$ cat src/rtl/pcap_rd_pkg.sv
// Shared definitions for the pcap byte-stream replayer.
//   GHDR_BYTES / PHDR_BYTES : pcap global / record header lengths in bytes
//   BUS_BYTES               : bytes per 80-bit packet bus word
//   MAGIC_US / MAGIC_NS     : little-endian magic values (microsecond / nanosecond files)
//   state_t                 : header parser states
package pcap_rd_pkg;

    localparam int unsigned GHDR_BYTES = 24;
    localparam int unsigned PHDR_BYTES = 16;
    localparam int unsigned BUS_BYTES  = 10;

    localparam logic [31:0] MAGIC_US = 32'hA1B2_C3D4;
    localparam logic [31:0] MAGIC_NS = 32'hA1B2_3C4D;

    typedef enum logic [2:0] {
        GHDR,
        PHDR,
        DATA,
        SKIP,
        ERROR
    } state_t;

endpackage

$ cat src/rtl/pcap_word_pack.sv
// Packs payload bytes into 10-byte bus words and registers them onto the bus.
//   clk, rst   : clock, synchronous active-high reset
//   in_valid   : in_data is a payload byte accepted this cycle
//   in_data    : payload byte
//   in_last    : this byte is the last of the packet (flushes a partial word)
//   bus_data   : packed word, byte k in bits [8k+7:8k], unused upper bytes zero
//   bus_state  : one-cycle strobe, bus_data valid
//   bus_stop   : last word of the packet (only with bus_state)
//   bus_nbytes : valid bytes in the word, 1..10
module pcap_word_pack
    import pcap_rd_pkg::*;
(
    input  logic                    clk,
    input  logic                    rst,
    input  logic                    in_valid,
    input  logic [7:0]              in_data,
    input  logic                    in_last,
    output logic [8*BUS_BYTES-1:0]  bus_data,
    output logic                    bus_state,
    output logic                    bus_stop,
    output logic [3:0]              bus_nbytes
);

    logic [8*BUS_BYTES-1:0] acc;
    logic [8*BUS_BYTES-1:0] acc_next;
    logic [3:0]             idx;
    logic                   flush;

    always_comb begin
        acc_next = acc;
        for (int unsigned k = 0; k < BUS_BYTES; k++) begin
            if (idx == 4'(k)) begin
                acc_next[8*k +: 8] = in_data;
            end
        end
        flush = in_valid && (in_last || (idx == 4'(BUS_BYTES - 1)));
    end

    // The accumulator is cleared on every flush, so bytes above the
    // write index are always zero when a partial word goes out.
    always_ff @(posedge clk) begin
        if (rst) begin
            acc        <= '0;
            idx        <= '0;
            bus_data   <= '0;
            bus_state  <= 1'b0;
            bus_stop   <= 1'b0;
            bus_nbytes <= '0;
        end else begin
            bus_state <= flush;
            bus_stop  <= flush && in_last;
            if (flush) begin
                bus_data   <= acc_next;
                bus_nbytes <= idx + 4'd1;
                acc        <= '0;
                idx        <= '0;
            end else if (in_valid) begin
                acc <= acc_next;
                idx <= idx + 4'd1;
            end
        end
    end

endmodule

$ cat src/rtl/pcap_bus_player.sv
// Replays a little-endian pcap byte stream onto the 80-bit packet bus.
//   clk, rst    : clock, synchronous active-high reset
//   s_data      : pcap file byte; s_valid/s_ready handshake
//   bus_data    : packet word (byte k in bits [8k+7:8k])
//   bus_state   : per-word strobe; bus_stop marks the last word; bus_nbytes 1..10
//   pkt_len     : incl_len[15:0] of the packet being replayed
//   link_type   : linktype from the global header
//   hdr_err     : sticky, global header magic not recognised
//   pkt_cnt     : packets replayed; drop_cnt : records longer than MAX_LEN
module pcap_bus_player
    import pcap_rd_pkg::*;
#(
    parameter int MAX_LEN = 1518,
    parameter int CNT_W   = 32
) (
    input  logic              clk,
    input  logic              rst,
    input  logic [7:0]        s_data,
    input  logic              s_valid,
    output logic              s_ready,
    output logic [79:0]       bus_data,
    output logic              bus_state,
    output logic              bus_stop,
    output logic [3:0]        bus_nbytes,
    output logic [15:0]       pkt_len,
    output logic [31:0]       link_type,
    output logic              hdr_err,
    output logic [CNT_W-1:0]  pkt_cnt,
    output logic [CNT_W-1:0]  drop_cnt
);

    state_t      state;
    state_t      state_next;
    logic [4:0]  hdr_idx;
    logic [31:0] magic;
    logic [31:0] incl_len;
    logic [31:0] remain;

    logic accept;
    logic ghdr_done;
    logic phdr_done;
    logic magic_ok;
    logic len_zero;
    logic len_big;
    logic last_byte;
    logic pk_valid;

    always_comb begin
        s_ready    = !rst && (state != ERROR);
        accept     = s_valid && s_ready;
        ghdr_done  = accept && (state == GHDR) && (hdr_idx == 5'(GHDR_BYTES - 1));
        phdr_done  = accept && (state == PHDR) && (hdr_idx == 5'(PHDR_BYTES - 1));
        magic_ok   = (magic == MAGIC_US) || (magic == MAGIC_NS);
        len_zero   = (incl_len == '0);
        len_big    = (incl_len > 32'(MAX_LEN));
        last_byte  = (remain == 32'd1);
        pk_valid   = accept && (state == DATA);
    end

    always_comb begin
        state_next = state;
        unique case (state)
            GHDR: if (ghdr_done) state_next = magic_ok ? PHDR : ERROR;
            PHDR: begin
                if (phdr_done) begin
                    if (len_zero)     state_next = PHDR;
                    else if (len_big) state_next = SKIP;
                    else              state_next = DATA;
                end
            end
            DATA, SKIP: if (accept && last_byte) state_next = PHDR;
            ERROR:      state_next = ERROR;
            default:    state_next = ERROR;
        endcase
    end

    always_ff @(posedge clk) begin
        if (rst) state <= GHDR;
        else     state <= state_next;
    end

    // Header fields are shifted in from the top so that four consecutive
    // little-endian bytes end up as the natural 32-bit value.
    always_ff @(posedge clk) begin
        if (rst) begin
            hdr_idx   <= '0;
            magic     <= '0;
            incl_len  <= '0;
            remain    <= '0;
            pkt_len   <= '0;
            link_type <= '0;
            hdr_err   <= 1'b0;
            pkt_cnt   <= '0;
            drop_cnt  <= '0;
        end else if (accept) begin
            unique case (state)
                GHDR: begin
                    hdr_idx <= ghdr_done ? 5'd0 : hdr_idx + 5'd1;
                    if (hdr_idx < 5'd4)  magic     <= {s_data, magic[31:8]};
                    if (hdr_idx >= 5'd20) link_type <= {s_data, link_type[31:8]};
                    if (ghdr_done && !magic_ok) hdr_err <= 1'b1;
                end
                PHDR: begin
                    hdr_idx <= phdr_done ? 5'd0 : hdr_idx + 5'd1;
                    if (hdr_idx >= 5'd8 && hdr_idx <= 5'd11) begin
                        incl_len <= {s_data, incl_len[31:8]};
                    end
                    if (phdr_done && !len_zero) begin
                        remain <= incl_len;
                        if (len_big) drop_cnt <= drop_cnt + CNT_W'(1);
                        else         pkt_len  <= incl_len[15:0];
                    end
                end
                DATA: begin
                    remain <= remain - 32'd1;
                    if (last_byte) pkt_cnt <= pkt_cnt + CNT_W'(1);
                end
                SKIP:    remain <= remain - 32'd1;
                default: ;
            endcase
        end
    end

    pcap_word_pack u_pack (
        .clk        (clk),
        .rst        (rst),
        .in_valid   (pk_valid),
        .in_data    (s_data),
        .in_last    (last_byte),
        .bus_data   (bus_data),
        .bus_state  (bus_state),
        .bus_stop   (bus_stop),
        .bus_nbytes (bus_nbytes)
    );

endmodule

$ cat config.mk
export PLATFORM = sky130hd
export DESIGN_NAME = pcap_bus_player
export DESIGN_NICKNAME = d
export VERILOG_FILES = /design/src/rtl/pcap_rd_pkg.sv /design/src/rtl/pcap_word_pack.sv /design/src/rtl/pcap_bus_player.sv
export SDC_FILE = /design/constraint.sdc
export NUM_CORES = 1
export LEC_CHECK = 0
export ABC_AREA = 1
export CORE_MARGIN = 5
export CORE_UTILIZATION = 50
export CTS_BUF_LIST = sky130_fd_sc_hd__clkbuf_8
export DETAILED_ROUTE_END_ITERATION = 8
export GPL_TIMING_DRIVEN = 0
export PLACE_DENSITY = 0.69
export SLEW_MARGIN = 5
export SYNTH_ARGS = -nofsm -noshare
export SYNTH_HDL_FRONTEND = slang
export SYNTH_HIERARCHICAL = 1
export SYNTH_SLANG_ARGS = --single-unit
$ cat constraint.sdc
create_clock -name clk -period 2.3 [get_ports clk]
set_input_delay 0.345 -clock clk [delete_from_list [all_inputs] [get_ports clk]]
set_output_delay 0.345 -clock clk [all_outputs]
set_load 0.05 [all_outputs]
==> impl_metrics.toml <==
[run_status]
status = "finished, final reports clean"

[timing]
hold_ws_ns = 0.341
timing.final.crit_share = 0.974
finalSetupViolations = 0
finalHoldViolCount = 0
fmax_mhz = 446
slew_headroom = 0.404
period_minus_slack_ns = 2.24
slew_viol_final = 0
worst_pin_slew_ns = 0.894
fin_skew_ns = 0.0327

[floorplanning]
die_h_um = 205
io-pin-count = 211
core_area_mm2 = 0.0377
die-area_mm2 = 0.0422
die_w_um = 205
rows = 71
start_util = 0.507

[setup_path]
r2r-end = "u_pack/acc[50]"
cp-startpoint = "drop_cnt[8]"
max_stage_delay_ns = 0.85
r2r_setup_slack_ns = 0.11
worstPathArrival_ns = 1.90
critPathKind = "register to output pin"
crit_fanout = 5
slowest_stage = "clkdlybuf4s50_1"
cp.buffers_inverters = 1
worstPathRequired_ns = 1.96
start_kind = "register"
endpoint_kind = "output pin"
rr_worst_depth = 10
crit_chain = "clkdlybuf4s50_1"
cp_top_family = "buffers and inverters"
r2r-start = "state[1]"

[clock_tree]
clk_path_buf_depth = 3
cts_tree = "built"
hold_buffers = 0
clkLatencyLatePin_ns = 0.63
htreeDepth = 3
cts_root_buf = "clkbuf_8"
clk_pin_slew_ns = 0.06
cts_made_buffers = 68
cts_sinks = 387

[layout]
nets = 3135
area_growth_pct = 22.4
stdcell_area_mm2 = 0.0233
fin_cells = 3676
layout-drive-gt1-share = 0.0952
fillers = 3661
final_cell_mix = "677 x nand2_1, 538 x nor2_1, 385 x dfxtp_1, 228 x nand4_1, 191 x clkdlybuf4s50_1"
final_common_cell = "nand2_1"
finish.utilization = 0.620

[global_route]
grt_pass1_wl_mm = 98.7
grt_util_met2 = 0.490
top_usage_layer = "met2"
grt_use_total = 0.287
grt_pass1_vias = 18700
grt_use_met1 = 0.363
grt-ovfl-total = 0
antenna_found_initial = 0
grt_max_degree = 11
use_met3 = 0.0410

[pwr]
leakage_nw = 10.5
powerDensity_mw_per_mm2 = 584
irDropWorstVdd_uv = 458
total_power_mw = 13.6

[yosys]
avgSynthCellArea_um2 = 6.74
seq_area_frac_synth = 0.406
synth_cell_type_count = 39
netlist_area_mm2 = 0.0191
synthCells = 2832
ys_ff_latch = 387
yosys_warnings = 6
syn_nets = 2853

[worst_hold_path]
min_to = "u_pack/bus_state"
min_delay_path_depth = 2
hp-class = "primary input to register"
min_from = "rst"

[routing]
wirelength_mm = 62.4
drtIter0Drc = 1354
num_vias = 20000
drc = 0
via_per_inst = 5.44
wire_per_inst_um = 17.0
ant_nets = 0
first_pass_iters = 6

[flow_run]
maxCapViolCount = 0

[placed_design]
postPlaceCellArea_mm2 = 0.0218
dp_cells = 3553
globalplace.congestion = 0.957
port_buffers = 210
hpwl_mm = 45.7
-- synthesized netlist by cell type, drive strengths merged --
cell type,n,area (um2)
nor3b,5,42.5
a2111oi,1,8.76
clkbuf,90,339
nor3,50,283
ha,10,125
buf,98,577
nor2,549,2080
nand3b,3,22.5
o21ai,165,826
nand2,685,2590
or2,75,469
nand3,184,926
inv,133,502
a21boi,3,22.5
nand4,229,1450
xnor2,21,184
o22ai,2,12.5
dfxtp,387,7750
a21oi,104,532
xor2,37,324
nor4,1,21.3
-- layer usage --
layer / up-vias / share of wire / wire, um
met5: - / 0 / 0
met4: 0 / 0.037 / 2330
met3: 153 / 0.068 / 4220
met2: 770 / 0.48 / 30200
met1: 9213 / 0.41 / 25600
li1: 9876 / - / -
-- what timing repair did --
item | 4_1_cts | 5_1_grt
endpoints found under the setup margin | 252 | 217
gates cloned | 0 | 0
gates resized for setup | 19 | 42
pin swaps | 2 | 4
setup buffers | 2 | 0
-- worst max-delay path by stage --
| stage | depth (start not counted) | endpoint |
|---|---|---|
| global placement | 10 | u_pack/bus_state |
| finish | 1 | drop_cnt[8] |
| global route | 11 | u_pack/bus_nbytes[1] |
| floorplan | 10 | u_pack/acc[26] |
| CTS | 10 | u_pack/acc[27] |
| detailed placement | 10 | u_pack/bus_state |
-- state kept, by name (all words and copies together) (netlist names), 4 cells and up --
| name | flops |
|---|---|
| pkt_cnt | 32 |
| pkt_len | 16 |
| hdr_idx | 5 |
| magic | 32 |
| link_type | 32 |
| drop_cnt | 32 |
| u_pack/bus_data | 80 |
| incl_len | 32 |
| u_pack/idx | 4 |
| u_pack/bus_nbytes | 4 |
| u_pack/acc | 80 |
| remain | 32 |
-- report_power, final --
group	switching (mW)	leakage (nW)	total (mW)	internal, mW
Clock	2.89	0.784	6.45	3.56
Sequential	0.0324	3.12	6.78	6.75
Combinational	0.310	6.58	0.401	0.0917
Total	3.23	10.5	13.6	10.4
-- worst register-to-register path, stage by stage (launching register included) --
cell	delay [ns]
dfxtp_1	0.37
inv_1	0.08
nor2_4	0.20
inv_2	0.17
nor3_4	0.22
buf_6	0.21
clkbuf_4	0.26
clkbuf_2	0.24
or2_2	0.15
nand4_1	0.11
nor2_1	0.13
-- through the flow --
step                setup slack, ns  TNS (ns)
finish                       0.0596         0
global route               -0.00538  -0.00600
global placement              -1.29   -286.40
floorplan                    0.0897         0
detailed placement            -1.31   -305.60
CTS                         -0.0870     -1.36
-- cell type report --
cell class | count | area [um2] | share of cell area
Antenna cell | 2 | 5.00 | 0.000214
Tap cell | 511 | 639 | 0.0274
Timing Repair Buffer | 212 | 2140 | 0.0916
Multi-Input combinational cell | 2124 | 9980 | 0.428
Buffer | 188 | 950 | 0.0407
Inverter | 133 | 502 | 0.0215
Clock inverter | 34 | 210 | 0.00900
Clock buffer | 85 | 1170 | 0.0501
Sequential cell | 387 | 7750 | 0.332
-- cells by family (layout without fill, tap and decap cells) --
family / Yosys count / after routing / synth area share
compound gates: 275 / 275 / 0.0735
simple gates: 1781 / 1781 / 0.413
other cells: 0 / 2 / 0
xor+xnor: 58 / 58 / 0.0266
fa+ha+maj: 10 / 10 / 0.00656
flops: 387 / 387 / 0.406
buf+inv: 321 / 652 / 0.0743
Power figures use the tool's default switching activity.
